[src/rtl/cam_tx_pkg.sv]
// cam_tx shared types and geometry.
// CAM_TX_PARITY_EN adds the PARITY state.
package cam_tx_pkg;

  localparam int IMG_W         = 26;
  localparam int IMG_H         = 26;
  localparam int PIX_W         = 8;
  localparam int CLK_DIV_DEF   = 425;
  localparam int FRAME_PIX_DEF = IMG_W * IMG_H;

`ifdef CAM_TX_PARITY_EN
  typedef enum logic [1:0] {
    IDLE,
    START,
    DATA,
    PARITY
  } state_t;
`else
  typedef enum logic [1:0] {
    IDLE,
    START,
    DATA
  } state_t;
`endif

endpackage

[src/rtl/cam_tx_baud.sv]
// cam_tx bit-period counter.
// tick marks a bit's first cycle, last its final cycle.
module cam_tx_baud #(
  parameter int CLK_DIV = 425
) (
  input  logic clk,
  input  logic rst,
  input  logic restart,
  output logic tick,
  output logic last
);

  localparam int CW = (CLK_DIV > 1) ? $clog2(CLK_DIV) : 1;

  logic [CW-1:0] cnt;

  assign tick = (cnt == '0);
  assign last = (cnt == CW'(CLK_DIV - 1));

  always_ff @(posedge clk) begin
    if (rst || restart) begin
      cnt <= '0;
    end else if (last) begin
      cnt <= '0;
    end else begin
      cnt <= cnt + CW'(1);
    end
  end

endmodule

[src/rtl/cam_tx.sv]
// cam_tx: serial pixel transmitter, start bit then MSB-first data.
// Build option CAM_TX_PARITY_EN appends an even-parity bit.
module cam_tx
  import cam_tx_pkg::*;
#(
  parameter int CLK_DIV   = CLK_DIV_DEF,
  parameter int FRAME_PIX = FRAME_PIX_DEF
) (
  input  logic             clk,
  input  logic             rst,
  input  logic             en,
  input  logic [PIX_W-1:0] pix_data,
  input  logic             pix_valid,
  output logic             pix_ready,
  output logic             cam_data,
  output logic             bit_tick,
  output logic             busy,
  output logic             frame_done,
  output logic             underrun
);

  localparam int PW = (FRAME_PIX > 1) ? $clog2(FRAME_PIX) : 1;

  state_t           state;
  state_t           state_nx;
  logic [PIX_W-1:0] sh;
  logic [2:0]       bcnt;
  logic [PW-1:0]    pcnt;
  logic             tick;
  logic             last;
  logic             restart;
  logic             hs;
  logic             byte_end;
  logic             wrap;
  logic             last_data;
`ifdef CAM_TX_PARITY_EN
  logic             par;
`endif

  assign restart   = (state == IDLE);
  assign busy      = (state != IDLE);
  assign bit_tick  = tick && busy;
  assign last_data = last && (state == DATA)
                  && (bcnt == 3'(PIX_W - 1));
`ifdef CAM_TX_PARITY_EN
  assign byte_end  = last && (state == PARITY);
`else
  assign byte_end  = last_data;
`endif
  assign pix_ready = !rst && en
                  && ((state == IDLE) || byte_end);
  assign hs        = pix_valid && pix_ready;
  assign wrap      = (pcnt == PW'(FRAME_PIX - 1));

  cam_tx_baud #(
    .CLK_DIV (CLK_DIV)
  ) u_baud (
    .clk     (clk),
    .rst     (rst),
    .restart (restart),
    .tick    (tick),
    .last    (last)
  );

  always_comb begin
    state_nx = state;
    unique case (state)
      IDLE:   if (hs) state_nx = START;
      START:  if (last) state_nx = DATA;
`ifdef CAM_TX_PARITY_EN
      DATA:   if (last_data) state_nx = PARITY;
      PARITY: if (last) state_nx = hs ? START : IDLE;
`else
      DATA:   if (last_data) state_nx = hs ? START : IDLE;
`endif
      default: state_nx = IDLE;
    endcase
  end

  always_comb begin
    cam_data = 1'b0;
    unique case (state)
      START:  cam_data = 1'b1;
      DATA:   cam_data = sh[PIX_W-1];
`ifdef CAM_TX_PARITY_EN
      PARITY: cam_data = par;
`endif
      default: cam_data = 1'b0;
    endcase
  end

  always_ff @(posedge clk) begin
    if (rst) begin
      state      <= IDLE;
      sh         <= '0;
      bcnt       <= '0;
      pcnt       <= '0;
      frame_done <= 1'b0;
      underrun   <= 1'b0;
    end else begin
      state      <= state_nx;
      frame_done <= 1'b0;
      underrun   <= 1'b0;
      if (hs) begin
        sh <= pix_data;
      end else if (state == DATA && last) begin
        sh <= {sh[PIX_W-2:0], 1'b0};
      end
      if (state == DATA && last) begin
        bcnt <= bcnt + 3'd1;
      end
      // en low at byte end is a clean stop, not a missing byte
      if (byte_end) begin
        pcnt       <= wrap ? '0 : pcnt + PW'(1);
        frame_done <= wrap;
        underrun   <= !wrap && !hs && en;
      end
    end
  end

`ifdef CAM_TX_PARITY_EN
  always_ff @(posedge clk) begin
    if (rst) begin
      par <= 1'b0;
    end else if (hs) begin
      par <= ^pix_data;
    end
  end
`endif

endmodule

[config.mk]
export PLATFORM = sky130hd
export DESIGN_NAME = cam_tx
export DESIGN_NICKNAME = d
export VERILOG_FILES = /design/src/rtl/cam_tx_pkg.sv /design/src/rtl/cam_tx_baud.sv /design/src/rtl/cam_tx.sv
export SDC_FILE = /design/constraint.sdc
export NUM_CORES = 1
export LEC_CHECK = 0
export ABC_AREA = 0
export BUFFER_PORTS_ARGS = -buffer_cell sky130_fd_sc_hd__buf_4
export CORE_MARGIN = 5
export CORE_UTILIZATION = 40
export CTS_BUF_LIST = sky130_fd_sc_hd__clkbuf_4 sky130_fd_sc_hd__clkbuf_8
export DETAILED_ROUTE_END_ITERATION = 16
export GPL_TIMING_DRIVEN = 0
export PLACE_DENSITY = 0.7
export RECOVER_POWER = 100
export SLEW_MARGIN = 20
export SYNTH_ARGS = -nofsm -noshare
export SYNTH_HDL_FRONTEND = slang
export SYNTH_SLANG_ARGS = --single-unit
[constraint.sdc]
create_clock -name clk -period 2.5 [get_ports clk]
set_clock_uncertainty 0.1 [all_clocks]
set_input_delay 0.125 -clock clk [delete_from_list [all_inputs] [get_ports clk]]
set_output_delay 0.125 -clock clk [all_outputs]
set_load 0.05 [all_outputs]
### Yosys cells after proc, flatten, opt, wreduce, memory -nomap -nowiden

Cells that the tools add are included.

| storage, ports and cells | value |
|---|---|
| logic and storage cells | 48 |
| output and inout bits | 6 |
| bits in registers | 34 |
| input port bits | 12 |

| operators by class | value |
|---|---|
| bitwise operators | 1 |
| reductions and logical operators | 20 |
| add/sub/neg operators | 3 |
| equal/unequal tests | 8 |
| multiplexer cells | 9 |

Operator list:

| operator | number |
|---|---|
| $mux 8 | 2 |
| $add 10x1->10 const B | 1 |
| $eq 10x10->1 const B | 1 |
| $mux 10 | 1 |
| $add 9x1->9 const B | 1 |
| $eq 9x9->1 const B | 1 |
| $logic_not 9->1 | 1 |
| $logic_and 1x1->1 | 8 |
| $mux 2 | 3 |
| $ne 2x2->1 const B | 3 |
| $pmux 2 s3 | 1 |
| $reduce_bool 2->1 | 2 |
| $reduce_or 2->1 | 2 |
| $add 3x1->3 const B | 1 |
| $eq 3x3->1 const B | 1 |
| $logic_not 1->1 | 3 |
| $reduce_and 3->1 | 1 |
| $eq 2x1->1 const B | 1 |
| $eq 2x2->1 const B | 1 |
| $logic_not 2->1 | 1 |
| $logic_or 1x1->1 | 2 |
| $pmux 1 s2 | 1 |
| $mux 1 | 1 |
| $not 1->1 | 1 |

### Logic depth before layout (Yosys ltp)

| logic depth | value |
|---|---|
| word-level depth | 9 |
| mapped depth | 8 |

### Modules after synthesis

Synthesis repeated with hierarchy kept, for this count alone.

| second synthesis, totals | value |
|---|---|
| cells, all modules | 195 |
| area total of the unflattened synthesis | 1694.1 um2 |

Modules (own cells, without submodules):

| module | area an instance (um2) | cells each | times used |
|---|---|---|---|
| cam_tx | 1273.7 | 146 | 1 |
| cam_tx_baud | 420.4 | 49 | 1 |

### Worst setup path before layout

OpenSTA, ideal clock, no wires.

| path | value |
|---|---|
| path kind | reg2out |
| start | register u_baud.cnt[0] |
| end | output bit_tick |
| buffers on the path | 1 |
| required time | 2.275 ns |
| setup slack | 0.072 ns |
| cell stages (with the launch flop) | 6 |
| data arrival time | 2.203 ns |
| path through | dfxtp_1 > inv_1 > ha_1 > or4b_1 > buf_6 > nor3_1 |

| between the ends | value |
|---|---|
| cells in the longest elaborated chain, start to end | 2 |

RTL lines:

| item | RTL line | source |
|---|---|---|
| start, declared | cam_tx_baud.sv:15 | `logic [CW-1:0] cnt;` |
| start signal, assigned | cam_tx_baud.sv:26 | `cnt <= cnt + CW'(1);` |
| $logic_not 9->1 | cam_tx_baud.sv:17 | `assign tick = (cnt == '0);` |
| $logic_and 1x1->1 | cam_tx.sv:42 | `assign bit_tick = tick && busy;` |
| end, declared | cam_tx.sv:16 | `output logic bit_tick,` |

No other way between the ends.

### Worst setup path after layout

| path | value |
|---|---|
| start | register u_baud.cnt[0] |
| end | output pix_ready |

| between the ends | value |
|---|---|
| cells in the longest elaborated chain, start to end | 5 |

RTL lines:

| item | RTL line | source |
|---|---|---|
| $eq 9x9->1 | cam_tx_baud.sv:18 | `assign last = (cnt == CW'(CLK_DIV - 1));` |
| $logic_and 1x1->1 | cam_tx.sv:43 | `assign last_data = last && (state == DATA)` |
| $logic_and 1x1->1 | cam_tx.sv:44 | `&& (bcnt == 3'(PIX_W - 1));` |
| $logic_or 1x1->1 | cam_tx.sv:51 | `&& ((state == IDLE) \|\| byte_end);` |
| $logic_and 1x1->1 | cam_tx.sv:51 |  |
| end, declared | cam_tx.sv:14 | `output logic pix_ready,` |

No other way between the ends.

==> results.yml <==
critical_path:
  crit_type: "flip-flop to primary output"
  crit_top_cell: "buf_6"
  path_buf_inv: 4
  startpoint_type: "flip-flop"
  crit_path_end_kind: "primary output"
  crit_family: "simple AND/OR/NAND/NOR gates"
  slowest_stage: "or4b_1"
  critPathMaxFanout: 9
  arrival_ns: 2.18
  cpPeakStageDelay_ns: 0.45
  cp_data_required_time_ns: 2.28
  crit_chain: "inv_1 > ha_1 > or4b_1 > buf_6 > o31ai_4 > buf_4 > and3b_1 > buf_6"
route:
  routed_wl_um: 3570
  vias: 1505
  drcViolationCount: 0
  ant_nets: 0
  drt_iter0_markers: 41
  drt_pass1_iterations: 4
  routed_via_density: 5.47
  wl_per_cell_um: 13.0
synth:
  synth_nets: 216
  synth_xor_area_share_pct: 6.01
  synthCells: 195
  netlist_area_sq_mm: 0.00175
  synthFlopType: "dfxtp_1"
  synth_compound_area_share_pct: 11.7
  synth_cell_type_count: 42
  muxShareOfSynthArea_pct: 5.15
  ys_ff_latch: 34
  yosys-top-cells-area: "dfxtp_1 (39%), ha_1 (6.4%), nor2_1 (5.6%), mux2i_1 (5.2%), a221oi_1 (3.5%)"
  yosys.area.top_type_share_pct: 38.9
  synthAdderAreaFrac_pct: 6.44
  yosysTopAreaCell: "dfxtp_1"
  synth_top_family_by_area: "simple AND/OR/NAND/NOR gates"
  ys_seq_area_share_pct: 38.9
  synth_enable_flop_cells: 0
  yosys_warnings: 0
  syn_avg_cell_area_sq_um: 8.97
  synth-simple-area-share_pct: 27.3
  synthArstFlopShare_pct: 0
clock_tree:
  cts_max_level: 2
  cts.sinks: 34
  cts_tree: "yes"
  clkSlewWorstSetupHoldPaths_ns: 0.07
  clk_path_buf_depth: 2
  cts-root-buf: "clkbuf_8"
  clk-insertion-delay-late_ns: 0.29
  cts_buffers: 5
layout:
  syn_to_final_growth_pct: 17.3
  nNetsFinal: 243
  fin_area_sq_mm: 0.00205
  diodes: 0
  final_layout_size_suffix_gt1_share_pct: 14.3
die:
  dieArea_sq_mm: 0.00580
  die_x_um: 76.1
  rows: 24
  start_util_pct: 40.7
  fp.coreArea_sq_mm: 0.00429
  die_y_um: 76.1
  io_pins: 18
sta:
  tightest_slew_ns: 0.650
  holdWs_ns: 0.0392
  period_share_pct: 96.1
  period_needed_ns: 2.40
  hold_viol: 0
  setup_viol: 0
  worst_slack_ns: 0.0983
  fin_tns_setup_ns: 0
  fmax_ghz: 0.416
  max_slew_margin_pct: 56.6
  rsz0062_at_grt: "false"
  maxSlewViolCount: 0
grt:
  grt_pass1_wl_um: 6130
  grt_max_degree: 11
  first_global_vias: 1373
  antenna_found_initial: 0
  grt.total_usage_pct: 12.6
  grt_overflow: 0
placement:
  gp_congestion: 0.774
  hpwl_um: 2580
  io_buffers: 17
  place_area_sq_mm: 0.00194
  post-place-ws_ns: 0.0635
power:
  p_leak_uw: 0.000737
  powerDensity_mw_per_mm2: 560
  ir_drop_mv: 0.231
  finalPower_uw: 1150
worst_hold_path:
  hold_class: "primary input to flip-flop"
outcome:
  status: "complete, no violations"
job:
  drv_cap: 0
==> through the flow <==
stage,util (%),instances
2_1_floorplan,-,195
3_3_place_gp,45.2,264
3_5_place_dp,45.2,264
4_1_cts,48.1,275
5_1_grt,47.8,275
6_report,47.8,275
==> what timing repair did <==
item | in CTS | in global routing
hold endpoints to repair | 2 | 0
resized for setup | 0 | 3
setup buffers | 1 | 0
hold buffers | 2 | 0
endpoints found under the setup margin | 1 | 11
cloned | 0 | 0
==> worst reg2reg max path: stages, from the launching register on <==
cell and delay (ns):
dfxtp_1 0.35, inv_1 0.07, ha_1 0.15, or4b_1 0.45, buf_6 0.16, o31ai_4 0.24
buf_4 0.15, clkbuf_2 0.21, o21ai_0 0.14, a311oi_1 0.22
==> cell usage after synthesis, types with 2 or more instances <==
| cell | number |
|---|---|
| a221oi_1 | 7 |
| or3_1 | 3 |
| nor4b_1 | 2 |
| mux2i_1 | 9 |
| nand3b_1 | 3 |
| nor2_1 | 26 |
| ha_1 | 9 |
| nand4_1 | 8 |
| and3_2 | 2 |
| xor2_1 | 7 |
| and3b_1 | 2 |
| nand3_1 | 12 |
| inv_1 | 7 |
| a21oi_1 | 9 |
| nand2_1 | 9 |
| o21ai_0 | 8 |
| dfxtp_1 | 34 |
| and4_1 | 2 |
| nor3_1 | 4 |
| clkbuf_1 | 5 |
| xnor2_1 | 5 |
| or4_1 | 2 |
==> state kept, by name (all words and copies together), names as in the netlist <==
register,cells
state,2
pcnt,10
frame_done,1
bcnt,3
sh,8
underrun,1
u_baud.cnt,9
==> cell type report <==
class / count / area [sq um]
plain buffers: 8 / 42.5
clock buffers: 7 / 90.1
clock inverters: 1 / 5.00
fillers: 423 / 2240
inverters: 7 / 26.3
multi-input cells: 146 / 1000
flip-flops and latches: 34 / 681
well taps: 52 / 65.1
repair buffers: 20 / 139
==> cell families after synthesis <==
| group | after synthesis |
|---|---|
| and+or+nand+nor | 85 |
| DFF | 34 |
| AOI/OAI and AO/OA | 31 |
| buffers and inverters | 15 |
| xor gates and xnor gates | 12 |
| muxes | 9 |
| adders and majority gates | 9 |
==> per-layer routing <==
layer | GRT usage, % | routed length, um | up-vias
met2 | 19.6 | 1560 | 23
li1 | - | - | 764
met4 | 5.24 | 65 | 0
met1 | 15.9 | 1800 | 712
met5 | 0 | 0 | -
met3 | 4.02 | 141 | 6
==> path summary, 6_finish.rpt <==
check                start        end  slack (ns)  cells after the start
max          u_baud.cnt[0]  pix_ready         0.1                      8
min                     en   underrun        0.04                      2
max reg2reg  u_baud.cnt[0]   state[0]        0.15                      9
min reg2reg        bcnt[1]    bcnt[1]        0.40                      2
==> cells in the final DEF (no fill, tap or decap), types with 2 or more instances in the layout <==
master	n
ha_1	9
xnor2_1	5
nor3_1	4
buf_4	12
and3b_1	2
nand3b_1	3
xor2_1	7
or4_1	2
o21ai_0	8
or3_1	3
nand3_1	12
mux2i_1	9
a221oi_1	7
nand2_1	9
dlygate4sd3_1	2
dfxtp_1	34
and3_1	2
nand4_1	8
clkbuf_8	6
and4_1	2
buf_6	2
clkbuf_2	3
clkbuf_1	9
inv_1	7
nor2_1	26
a21oi_1	9
==> where the power goes <==
part	leakage [uW]	switching [uW]	internal (uW)
logic	0.000410	105	62.1
registers	0.000275	9.94	554
clock network	0.0000517	186	233
Note: power is estimated with default switching activity, not from simulation.
